<file path="src/rtl/mem_port_arbiter_if.sv">
// Request/response and memory-controller handshake bundle for mem_port_arbiter.
// The slave modport is the arbiter's view; master is the requester/controller side.
interface mem_port_arbiter_if #(
    parameter int NPORT = 3,
    parameter int AW    = 32,
    parameter int DW    = 32
);
    logic [NPORT-1:0]    req_valid;
    logic [NPORT-1:0]    req_wr;
    logic [3*NPORT-1:0]  req_type;
    logic [AW*NPORT-1:0] req_addr;
    logic [DW*NPORT-1:0] req_data;
    logic [NPORT-1:0]    req_ready;
    logic [DW-1:0]       rsp_data;
    logic                mc_valid;
    logic                mc_wr;
    logic [2:0]          mc_type;
    logic [AW-1:0]       mc_addr;
    logic [DW-1:0]       mc_data;
    logic                mc_ready;
    logic [DW-1:0]       mc_res;
    logic                mc_abort;

    modport slave (
        input  req_valid, req_wr, req_type, req_addr, req_data, mc_ready, mc_res,
        output req_ready, rsp_data, mc_valid, mc_wr, mc_type, mc_addr, mc_data, mc_abort
    );

    modport master (
        output req_valid, req_wr, req_type, req_addr, req_data, mc_ready, mc_res,
        input  req_ready, rsp_data, mc_valid, mc_wr, mc_type, mc_addr, mc_data, mc_abort
    );
endinterface

</file>
<file path="src/rtl/mem_port_arbiter.sv">
// N-port arbiter onto a single memory controller with store-safe flush.
// Define ARB_ROUND_ROBIN_EN for round-robin arbitration; otherwise fixed priority (port 0 first).
module mem_port_arbiter #(
    parameter int NPORT = 3,
    parameter int AW    = 32,
    parameter int DW    = 32
) (
    input  logic              clk,
    input  logic              rst_n,
    input  logic              rdy,
    input  logic              clear,
    mem_port_arbiter_if.slave bus
);
    localparam int GW = (NPORT > 1) ? $clog2(NPORT) : 1;
    localparam int TW = 3;

    typedef enum logic [0:0] {IDLE = 1'b0, BUSY = 1'b1} state_t;

    state_t          state_r;
    logic [GW-1:0]   g_r;
    logic            cur_wr_r;
    logic            mc_valid_r;
    logic            mc_wr_r;
    logic [TW-1:0]   mc_type_r;
    logic [AW-1:0]   mc_addr_r;
    logic [DW-1:0]   mc_data_r;
`ifdef ARB_ROUND_ROBIN_EN
    logic [GW-1:0]   ptr_r;
`endif

    logic            win_found_s;
    logic [GW-1:0]   win_idx_s;
    int              win_int_s;
    logic            abort_s;
    logic            complete_s;
    logic [NPORT-1:0] req_ready_s;

    // Winner selection over the currently asserted requests.
    always_comb begin
        win_found_s = 1'b0;
        win_idx_s   = '0;
`ifdef ARB_ROUND_ROBIN_EN
        for (int i = 0; i < NPORT; i++) begin
            if (!win_found_s && bus.req_valid[(int'(ptr_r) + i + 32'sd1) % NPORT]) begin
                win_found_s = 1'b1;
                win_idx_s   = GW'((int'(ptr_r) + i + 32'sd1) % NPORT);
            end else begin
                win_found_s = win_found_s;
            end
        end
`else
        // Scanning downwards leaves the lowest asserted index as the winner.
        for (int i = NPORT - 1; i >= 0; i--) begin
            if (bus.req_valid[i]) begin
                win_found_s = 1'b1;
                win_idx_s   = GW'(i);
            end else begin
                win_found_s = win_found_s;
            end
        end
`endif
        win_int_s = int'(win_idx_s);
    end

    // A read is aborted by clear even when mc_ready coincides; a write never is.
    always_comb begin
        abort_s    = clear && (state_r == BUSY) && !cur_wr_r;
        complete_s = (state_r == BUSY) && rdy && bus.mc_ready && !abort_s;
        for (int i = 0; i < NPORT; i++) begin
            req_ready_s[i] = complete_s && (g_r == GW'(i));
        end
    end

    assign bus.req_ready = req_ready_s;
    assign bus.rsp_data  = bus.mc_res;
    assign bus.mc_abort  = abort_s;
    assign bus.mc_valid  = mc_valid_r;
    assign bus.mc_wr     = mc_wr_r;
    assign bus.mc_type   = mc_type_r;
    assign bus.mc_addr   = mc_addr_r;
    assign bus.mc_data   = mc_data_r;

    // Grant / completion state machine with the registered controller request.
    always_ff @(posedge clk or negedge rst_n) begin
        if (!rst_n) begin
            state_r    <= IDLE;
            g_r        <= '0;
            cur_wr_r   <= 1'b0;
            mc_valid_r <= 1'b0;
            mc_wr_r    <= 1'b0;
            mc_type_r  <= '0;
            mc_addr_r  <= '0;
            mc_data_r  <= '0;
`ifdef ARB_ROUND_ROBIN_EN
            ptr_r      <= GW'(NPORT - 1);
`endif
        end else begin
            case (state_r)
                IDLE: begin
                    if (rdy && !clear && win_found_s) begin
                        g_r        <= win_idx_s;
                        cur_wr_r   <= bus.req_wr[win_int_s];
                        mc_valid_r <= 1'b1;
                        mc_wr_r    <= bus.req_wr[win_int_s];
                        mc_type_r  <= bus.req_type[win_int_s*TW +: TW];
                        mc_addr_r  <= bus.req_addr[win_int_s*AW +: AW];
                        mc_data_r  <= bus.req_data[win_int_s*DW +: DW];
                        state_r    <= BUSY;
                    end else begin
                        state_r    <= IDLE;
                    end
                end
                BUSY: begin
                    if (abort_s) begin
                        mc_valid_r <= 1'b0;
                        state_r    <= IDLE;
                    end else if (complete_s) begin
                        mc_valid_r <= 1'b0;
`ifdef ARB_ROUND_ROBIN_EN
                        ptr_r      <= g_r;
`endif
                        state_r    <= IDLE;
                    end else begin
                        state_r    <= BUSY;
                    end
                end
                default: begin
                    mc_valid_r <= 1'b0;
                    state_r    <= IDLE;
                end
            endcase
        end
    end
endmodule

</file>
<file path="src/flat_wrapper.sv">
// flat-port wrapper written by rule: the top's interface ports become plain ports
module mem_port_arbiter_flat 
#(
    parameter int NPORT = 3,
    parameter int AW    = 32,
    parameter int DW    = 32
)
  (clk, rst_n, rdy, clear, bus_req_valid, bus_req_wr, bus_req_type, bus_req_addr, bus_req_data, bus_mc_ready, bus_mc_res, bus_req_ready, bus_rsp_data, bus_mc_valid, bus_mc_wr, bus_mc_type, bus_mc_addr, bus_mc_data, bus_mc_abort);
  mem_port_arbiter_if #(.NPORT(NPORT), .AW(AW), .DW(DW)) bus_i ();
  input  logic clk;
  input  logic rst_n;
  input  logic rdy;
  input  logic clear;
  input wire logic [$bits(bus_i.req_valid)-1:0] bus_req_valid;
  input wire logic [$bits(bus_i.req_wr)-1:0] bus_req_wr;
  input wire logic [$bits(bus_i.req_type)-1:0] bus_req_type;
  input wire logic [$bits(bus_i.req_addr)-1:0] bus_req_addr;
  input wire logic [$bits(bus_i.req_data)-1:0] bus_req_data;
  input wire logic [$bits(bus_i.mc_ready)-1:0] bus_mc_ready;
  input wire logic [$bits(bus_i.mc_res)-1:0] bus_mc_res;
  output wire logic [$bits(bus_i.req_ready)-1:0] bus_req_ready;
  output wire logic [$bits(bus_i.rsp_data)-1:0] bus_rsp_data;
  output wire logic [$bits(bus_i.mc_valid)-1:0] bus_mc_valid;
  output wire logic [$bits(bus_i.mc_wr)-1:0] bus_mc_wr;
  output wire logic [$bits(bus_i.mc_type)-1:0] bus_mc_type;
  output wire logic [$bits(bus_i.mc_addr)-1:0] bus_mc_addr;
  output wire logic [$bits(bus_i.mc_data)-1:0] bus_mc_data;
  output wire logic [$bits(bus_i.mc_abort)-1:0] bus_mc_abort;
  assign bus_i.req_valid = bus_req_valid;
  assign bus_i.req_wr = bus_req_wr;
  assign bus_i.req_type = bus_req_type;
  assign bus_i.req_addr = bus_req_addr;
  assign bus_i.req_data = bus_req_data;
  assign bus_i.mc_ready = bus_mc_ready;
  assign bus_i.mc_res = bus_mc_res;
  assign bus_req_ready = bus_i.req_ready;
  assign bus_rsp_data = bus_i.rsp_data;
  assign bus_mc_valid = bus_i.mc_valid;
  assign bus_mc_wr = bus_i.mc_wr;
  assign bus_mc_type = bus_i.mc_type;
  assign bus_mc_addr = bus_i.mc_addr;
  assign bus_mc_data = bus_i.mc_data;
  assign bus_mc_abort = bus_i.mc_abort;
  mem_port_arbiter #(.NPORT(NPORT), .AW(AW), .DW(DW)) u_core (.clk(clk), .rst_n(rst_n), .rdy(rdy), .clear(clear), .bus(bus_i));
endmodule
</file>
<file path="config.mk">
export PLATFORM = sky130hd
export DESIGN_NAME = mem_port_arbiter_flat
export DESIGN_NICKNAME = d
export VERILOG_FILES = /design/src/rtl/mem_port_arbiter_if.sv /design/src/rtl/mem_port_arbiter.sv /design/src/flat_wrapper.sv
export SDC_FILE = /design/constraint.sdc
export NUM_CORES = 1
export LEC_CHECK = 0
export BUFFER_PORTS_ARGS = -buffer_cell sky130_fd_sc_hd__buf_2
export CORE_AREA = 2 2 137 139
export DETAILED_ROUTE_END_ITERATION = 8
export DIE_AREA = 0 0 139 141
export PLACE_DENSITY_LB_ADDON = 0.15
export SETUP_SLACK_MARGIN = 0.1
export SYNTH_ARGS = -nofsm -noshare
export SYNTH_HDL_FRONTEND = slang
export SYNTH_SLANG_ARGS = --single-unit
</file>
<file path="constraint.sdc">
create_clock -name clk -period 3.36 [get_ports clk]
set_input_delay 0.504 -clock clk [delete_from_list [all_inputs] [get_ports clk]]
set_output_delay 0.504 -clock clk [all_outputs]
set_load 0.05 [all_outputs]
</file>
==> impl_metrics.py <==
metrics = {
    "run_status": {
        "status": "finished clean",
    },
    "synthesis": {
        "syn-cell-area_um2": 4979,
        "synth_seq_area_share_pct": 36.19,
        "syn_area_per_cell_um2": 8.298,
        "synth_fp_nets": 844,
        "synth_top_area_share_pct": 36.19,
        "yosys_warnings": 0,
        "yosysTopAreaCell": "dfrtp_1",
        "yosys-top-cells-area": "dfrtp_1 (36%), or3b_2 (12%), o31ai_1 (10%)",
        "yosysUniqueCellTypes": 25,
        "postSynthCellCount": 600,
        "ys_seq_elements": 72,
    },
    "placed_design": {
        "place_area_um2": 6232,
        "port_buffers": 284,
        "dpl.hpwl_um": 12410,
        "gp_congestion": 0.7616,
        "dp.cells": 1033,
    },
    "timing": {
        "tightest_slew_ps": 1020,
        "rsz0062_at_grt": "false",
        "slew_violations": 0,
        "relSlewSlack_pct": 31.98,
        "period_share_pct": 60.59,
        "finalCriticalPeriod_ps": 2036,
        "hold_viol": 0,
        "fmax_mhz": 491.2,
        "setup-violations-final": 0,
        "skew_ps": 4.995,
        "tns_ps": 0,
        "holdWs_ps": 297.1,
    },
    "worst_setup_path": {
        "crit_family": "simple AND/OR/NAND/NOR gates",
        "critPathSlowestCell": "or3b_2",
        "crit_type": "flop to flop",
        "end_kind": "flop",
        "cp.depth": 4,
        "crit_chain": "or3b_2, or2_2, buf_4, o31ai_1",
        "start_kind": "flop",
        "crit_path_max_fanout": 70,
        "path_buf_inv": 1,
        "arrival_ps": 2260,
        "slowest_delay_ps": 460,
        "crit_required_ps": 3590,
        "reg2reg_depth": 4,
    },
    "power": {
        "p_leak_uw": 0.003053,
        "p_per_area_nw_per_um2": 606.7,
        "peakVddDrop_v": 0.0002631,
    },
    "detailed_routing": {
        "routed_wl_um": 18590,
        "vias": 5137,
        "first_pass_iters": 7,
        "ant_nets": 0,
        "wl_per_cell_um": 17.68,
        "post_drt_via_cell_ratio": 4.888,
        "route.detailed.drc": 0,
        "drt-initial-drc-count": 202,
    },
    "die": {
        "die_y_um": 141,
        "die_w_um": 139,
        "rows": 50,
        "core_area_um2": 18270,
        "dieArea_um2": 19600,
        "start_util_pct": 27.25,
        "num_io_pins": 349,
    },
    "clock_tree": {
        "path_clk_slew_ps": 60,
        "clockBufferDepth": 2,
        "root_buffer": "clkbuf_16",
        "cts_buffers": 9,
        "cts_resized": 0,
        "htree_levels": 3,
        "cts_hold_buf": 0,
        "clock_latency_ps": 330,
        "cts_setup_buffers": 0,
        "cts_tree": "yes",
        "clock_sinks": 72,
    },
    "layout": {
        "fill_cells": 2015,
        "final_cell_area_um2": 6538,
        "finalNonFillerCells": 1051,
        "final_nets": 1054,
        "syn2layout_area_growth_pct": 31.31,
        "final_util_pct": 35.79,
        "layout-drive-gt1-share_pct": 46.50,
    },
    "global_route": {
        "grt_pass1_vias": 5223,
        "grt_pass1_wl_um": 28810,
        "grt_max_degree": 73,
        "antenna_found_initial": 2,
        "grt-ovfl-total": 0,
        "grt_usage_pct": 18.53,
    },
    "run": {
        "drv_cap": 0,
    },
    "worst_hold_path": {
        "hp-class": "primary input to async pin",
    },
}
==> routing by layer <==
layer	part of all wire [%]	vias up	track usage, %	wire (um)
li1	-	2495	-	-
met1	43	2374	23.02	8000
met2	46	245	30.62	8537
met3	9.0	23	5.571	1665
met4	2.1	0	6.645	382
met5	0	-	0	0
==> placed cells by master (no fill, tap or decap), types with 4 or more instances in the layout <==
| cell type | count |
|---|---|
| a21oi_1 | 68 |
| dfrtp_1 | 72 |
| o31ai_1 | 68 |
| o21ai_0 | 68 |
| inv_1 | 4 |
| nor2_1 | 72 |
| nand2_1 | 4 |
| nand2b_1 | 70 |
| clkbuf_16 | 9 |
| or3b_2 | 69 |
| buf_2 | 282 |
| buf_4 | 9 |
==> worst reg2reg max path, delay by kind of cell (launching register included) <==
family	cells	cell delay [ps]
flops	1	410
simple gates	2	760
compound gates	1	380
buf+inv	1	380
==> registers in the layout (all words and copies together) (netlist names) <==
signal               flops
u_core.bus.mc_type       3
u_core.g_r               2
u_core.cur_wr_r          1
u_core.bus.mc_addr      32
u_core.state_r           1
u_core.bus.mc_data      32
u_core.bus.mc_valid      1
==> cell type report <==
cell class	count	area (um2)	share of cell area (%)
inverters	4	15.01	0.2297
clock inverters	3	40.04	0.6124
well taps	234	292.8	4.478
multi-input cells	430	2604	39.83
clock buffers	13	260.3	3.981
flip-flops and latches	72	1802	27.56
repair buffers	293	1519	23.23
diodes	2	5.005	0.07656
==> worst paths after layout <==
path / slack [ps] / to / startpoint
setup / recovery: 1320 / u_core.bus.mc_addr[28] / u_core.state_r
hold / removal: 300 / u_core.bus.mc_addr[8] / rst_n
setup reg to reg: 1320 / u_core.bus.mc_addr[28] / u_core.state_r
hold reg to reg: 490 / u_core.bus.mc_addr[4] / u_core.bus.mc_addr[4]
max in group asynchronous: 2340 / u_core.bus.mc_addr[28] / rst_n
min in group clk: 460 / u_core.cur_wr_r / bus_req_wr[0]
==> metrics by stage <==
step	total power, uW	setup slack, ps
after detailed placement	3021	1010
after CTS	4029	1297
final	3967	1324
after floorplan	2594	271.6
after global placement	3022	1025
after global routing	4195	1200
==> cells by family after synthesis <==
kind of cell	synth area share [%]
and+or+nand+nor	27.42
AOI/OAI and AO/OA	24.65
buffers and inverters	11.74
DFF	36.19
==> cell usage after synthesis <==
| master | instances |
|---|---|
| a21oi_1 | 68 |
| a22oi_1 | 1 |
| buf_1 | 7 |
| buf_2 | 2 |
| buf_4 | 32 |
| buf_6 | 2 |
| buf_8 | 7 |
| clkbuf_1 | 44 |
| dfrtp_1 | 72 |
| inv_1 | 4 |
| nand2_1 | 4 |
| nand2b_1 | 70 |
| nand3_1 | 1 |
| nor2_1 | 72 |
| nor3_1 | 1 |
| nor4_1 | 2 |
| nor4b_1 | 1 |
| o21ai_0 | 68 |
| o21ai_1 | 2 |
| o21ba_2 | 1 |
| o22a_1 | 1 |
| o31ai_1 | 68 |
| or2_1 | 1 |
| or3b_1 | 1 |
| or3b_2 | 68 |
==> power breakdown <==
| group | internal, uW | switching [uW] | total (uW) |
|---|---|---|---|
| logic | 463 | 1300 | 1760 |
| clock network | 614 | 367 | 981 |
| registers | 1100 | 118 | 1220 |
| total | 2180 | 1780 | 3970 |
No activity file was read; power rests on OpenSTA's default activity.
